$ cat src/rtl/control_corrimiento.sv
// control_corrimiento: splits one large shift command into several passes of the
// shared barrel shift unit. Each pass's result is fed back as the next pass's input.
module control_corrimiento #(
    parameter int N  = 4,
    parameter int DW = (N - 1) / 2 + 1,
    parameter int AW = 4
) (
    input  logic          clk,
    input  logic          rst,
    input  logic          in_valid,
    output logic          in_ready,
    input  logic [2:0]    cmd_op,
    input  logic [N-1:0]  cmd_data,
    input  logic [AW-1:0] cmd_amt,
    output logic          out_valid,
    input  logic          out_ready,
    output logic [N-1:0]  out_data,
    output logic [AW-1:0] out_passes,
    output logic          busy,
    output logic [N-1:0]  sh_F,
    output logic [2:0]    sh_H,
    output logic [DW-1:0] sh_D,
    input  logic [N-1:0]  sh_S
);
    localparam int MAXSTEP = (1 << DW) - 1;
    typedef enum logic [1:0] {IDLE, RUN, DONE} state_t;
    state_t        state, state_nx;
    logic [N-1:0]  acc;
    logic [AW-1:0] rem, rem_nx, passes;
    logic [2:0]    op;
    logic [DW-1:0] step;
    logic          special, accept;
    // xfer and clear never consume any of the amount
    always_comb begin
        special = (op == 3'b000) || (op == 3'b011);
        step    = special ? '0 : (rem > AW'(MAXSTEP)) ? DW'(MAXSTEP) : DW'(rem);
        rem_nx  = rem - AW'(step);
        accept  = (state == IDLE) && in_valid;
    end
    always_ff @(posedge clk) begin
        if (rst)
            state <= IDLE;
        else
            state <= state_nx;
    end
    always_comb begin
        state_nx = state;
        case (state)
            IDLE:    state_nx = in_valid ? RUN : IDLE;
            RUN:     state_nx = (rem_nx == '0) ? DONE : RUN;
            DONE:    state_nx = out_ready ? IDLE : DONE;
            default: state_nx = IDLE;
        endcase
    end
    always_ff @(posedge clk) begin
        if (rst) begin
            acc    <= '0;
            rem    <= '0;
            op     <= '0;
            passes <= '0;
        end else if (accept) begin
            acc    <= cmd_data;
            op     <= cmd_op;
            rem    <= ((cmd_op == 3'b000) || (cmd_op == 3'b011)) ? '0 : cmd_amt;
            passes <= '0;
        end else if (state == RUN) begin
            acc    <= sh_S;
            rem    <= rem_nx;
            passes <= passes + AW'(1);
        end
    end
    always_comb begin
        in_ready   = state == IDLE;
        out_valid  = state == DONE;
        busy       = state != IDLE;
        out_data   = acc;
        out_passes = passes;
        sh_F       = acc;
        sh_H       = (state == RUN) ? op : 3'b000;
        sh_D       = (state == RUN) ? step : '0;
    end
endmodule

$ cat config.mk
export PLATFORM = sky130hd
export DESIGN_NAME = control_corrimiento
export DESIGN_NICKNAME = d
export VERILOG_FILES = /design/src/rtl/control_corrimiento.sv
export SDC_FILE = /design/constraint.sdc
export NUM_CORES = 1
export LEC_CHECK = 0
export ABC_AREA = 1
export BUFFER_PORTS_ARGS = -buffer_cell sky130_fd_sc_hd__buf_2
export CAP_MARGIN = 20
export CORE_AREA = 2 2 63 71
export DETAILED_ROUTE_END_ITERATION = 7
export DIE_AREA = 0 0 65 73
export GPL_ROUTABILITY_DRIVEN = 0
export GPL_TIMING_DRIVEN = 1
export HOLD_SLACK_MARGIN = 0.06
export PLACE_DENSITY = 0.47
export SYNTH_ARGS = -nofsm -noshare
export SYNTH_HDL_FRONTEND = slang
export SYNTH_SLANG_ARGS = --single-unit
$ cat constraint.sdc
create_clock -name clk -period 1.8 [get_ports clk]
set_clock_uncertainty 0.1 [all_clocks]
set_input_delay 0.09 -clock clk [delete_from_list [all_inputs] [get_ports clk]]
set_output_delay 0.09 -clock clk [all_outputs]
set_load 0.01 [all_outputs]
==> results.cfg <==
[outcome]
outcome = finished, violations left
violations = negative setup slack

[critical_path]
crit_cells = 11
ff2ff_path_depth = 11
critPathBufInv = 2
worstSetupEndpointType = register
critical-path-top-delay-family = adder cells
r2r_setup_slack_ps = -180
path_cells = inv_2, nor2_2, nor3_2, a21oi_1, ha_2, fa_1, nand2_1, nor2_2, nand3_1, nand3_1, inv_1
arrival_ps = 2030
crit_type = reg -> reg
worstPathRequired_ps = 1850
startpoint_type = register
max_stage_delay_ps = 510
reg2reg_to = state[0]
critPathSlowestCell = fa_1
r2r-start = op[0]
cp_max_fo = 2

[power]
powerDensity_nw_per_um2 = 1441
ir_worst_vdd_mv = 0.6205
leakage_nw = 0.7481

[die]
die_w_um = 65
fp.dieArea_um2 = 4745
initial_core_util = 0.2391
coreArea_um2 = 4098
ios = 39
row_count = 25
die_h_um = 73

[synthesis]
synth_largest_area_cell = dfxtp_1
ys_warn_count = 0
yosysMostFrequentCell = nand2_1
synthArstFlopShare = 0
yosysSeqAreaShare = 0.3474
synth_top_area_frac = 0.3474
synth.avg_cell_area_um2 = 6.710
yosysUniqueCellTypes = 20
syn_area_um2 = 979.7
synth_area_leaders = dfxtp_1, nand2_1, nor2_1, inv_1, a21oi_1
synth_fp_nets = 169
yosys_most_used_dff = dfxtp_1
synth-seq-cells = 17
synth-edff-count = 0
yosys-top-cells-count = nand2_1, nor2_1, inv_1
netlist_instances = 146

[job]
drv_cap = 0

[detailed_routing]
met2_length_mm = 1.300
drc_errors = 0
highest_layer = met4
met3_length_um = 101
vias_per_cell = 4.135
routedWlPerCell_um = 9.853
ant_nets = 0
num_vias = 1071
routed_wl_mm = 2.552
first_pass_iters = 4
wl_met1_mm = 1.136
drtIter0Drc = 14

[clock_network]
numCtsBuffers = 3
cts.sinks = 17
cts.reportedPaths.clkPinSlew_ps = 70
htreeDepth = 1
clockRootBuffer = clkbuf_8
clk_latency_ps = 250
cts_tree = done
clockBufferDepth = 2

[placed_design]
hpwl_mm = 1.904
portBuffers = 38
dp.cells = 240

[final_layout]
antenna_cells = 0
instances_no_fill = 259
area_growth_pct = 49.17
final_util = 0.3566
nNetsFinal = 229
final_layout_size_suffix_gt1_frac = 0.3366

[global_routing]
grt_usage = 0.1125
grt_antenna_before_repair = 0
overflow = 0
grt_max_degree = 13
grt_pass1_wl_mm = 4.222
grt_pass1_vias = 976

[worst_hold_path]
hold_class = in -> reg
whs_path_depth = 3
hold_start = cmd_op[0]
holdPathEnd = op[0]

[timing]
finalHoldViolCount = 0
tightest_slew_ps = 273.7
setup_slack_ps = -177.9
relSlewSlack = 0.8160
rsz0062_at_grt = true
post-route-period-util = 1.099
slew_violations = 0
min_period_ps = 1978
setup_viol = 4
fmax_mhz = 505.6
## per-stage QoR
stage	worst slack (ps)	area, µm²	hold WS, ps	power (W)	setup TNS (ps)
2_1_floorplan	-71.01	991.0	59.07	0.001410	-137.1
4_1_cts	-179.9	1448	63.07	0.002095	-569.1
3_3_place_gp	-151.1	1256	251.5	0.001756	-554.8
5_1_grt	-350.7	1461	81.00	0.002325	-1121
6_report	-177.9	1461	59.43	0.002106	-570.2
3_5_place_dp	-197.1	1256	256.0	0.001753	-679.8
## worst max path at each step
stage,startpoint,slack (ps),endpoint
after global routing,op[0],-350,state[0]
after global placement,op[0],-150,state[0]
after floorplan,op[0],-70,state[0]
after CTS,op[1],-180,state[0]
after detailed placement,op[0],-200,state[0]
final,op[0],-180,state[0]
## placed cells by master, fill, tap and decap left out, types with 2 or more instances in the layout
cell type | synthesis | layout
a21oi_1 | 14 | 13
buf_2 | 0 | 38
buf_4 | 4 | 9
clkbuf_8 | 0 | 3
dfxtp_1 | 17 | 15
dfxtp_2 | 0 | 2
dlygate4sd3_1 | 0 | 14
ha_1 | 3 | 2
inv_1 | 19 | 17
inv_2 | 3 | 5
nand2_1 | 32 | 32
nand3_1 | 10 | 10
nor2_1 | 22 | 18
nor2_2 | 3 | 7
o21ai_0 | 7 | 7
o21bai_1 | 2 | 2
xnor2_1 | 2 | 2
## tightest hold or removal path: cells and delay by family
| kind | cells | cell delay, ps |
|---|---|---|
| buffers and inverters | 1 | 100 |
| AO/OA/AOI/OAI | 2 | 180 |
## repair_timing
action / in CTS / in global routing
gates resized for setup: 4 / 2
hold endpoints to repair: 10 / 0
hold buffers: 14 / 0
setup buffers: 0 / 1
pin swaps: 7 / 1
endpoints found under the setup margin: 4 / 4
## flip-flops by register name (all words and copies together), names as in the netlist
register / cells
op: 3
state: 2
out_data: 4
out_passes: 4
rem: 4
## cell type report
| class | instances | area, µm² |
|---|---|---|
| Clock buffer | 4 | 45.04 |
| Fill cell | 445 | 2636 |
| Inverter | 22 | 82.58 |
| Multi-Input combinational cell | 101 | 525.5 |
| Sequential cell | 17 | 342.8 |
| Tap cell | 54 | 67.56 |
| Timing Repair Buffer | 61 | 397.9 |
## report_power, final
group | switching (W) | internal (W) | leakage [nW]
clock network | 0.000126 | 0.000157 | 0.0228
logic | 0.000732 | 0.000530 | 0.585
registers | 0.0000758 | 0.000485 | 0.140
total | 0.000934 | 0.00117 | 0.748
## per-layer routing
metal | global-route usage | vias to the layer above
met4 | 0.03546 | 0
met2 | 0.2050 | 25
li1 | - | 572
met1 | 0.1356 | 472
met5 | 0 | -
met3 | 0.01543 | 2
## cells by family after synthesis
logic type,count (synthesis),share of synthesized area
xor+xnor,2,0.01788
flops,17,0.3474
compound gates,25,0.1379
simple gates,70,0.3001
fa+ha+maj,4,0.05875
buf+inv,28,0.1379
(Power assumes the default switching activity.)
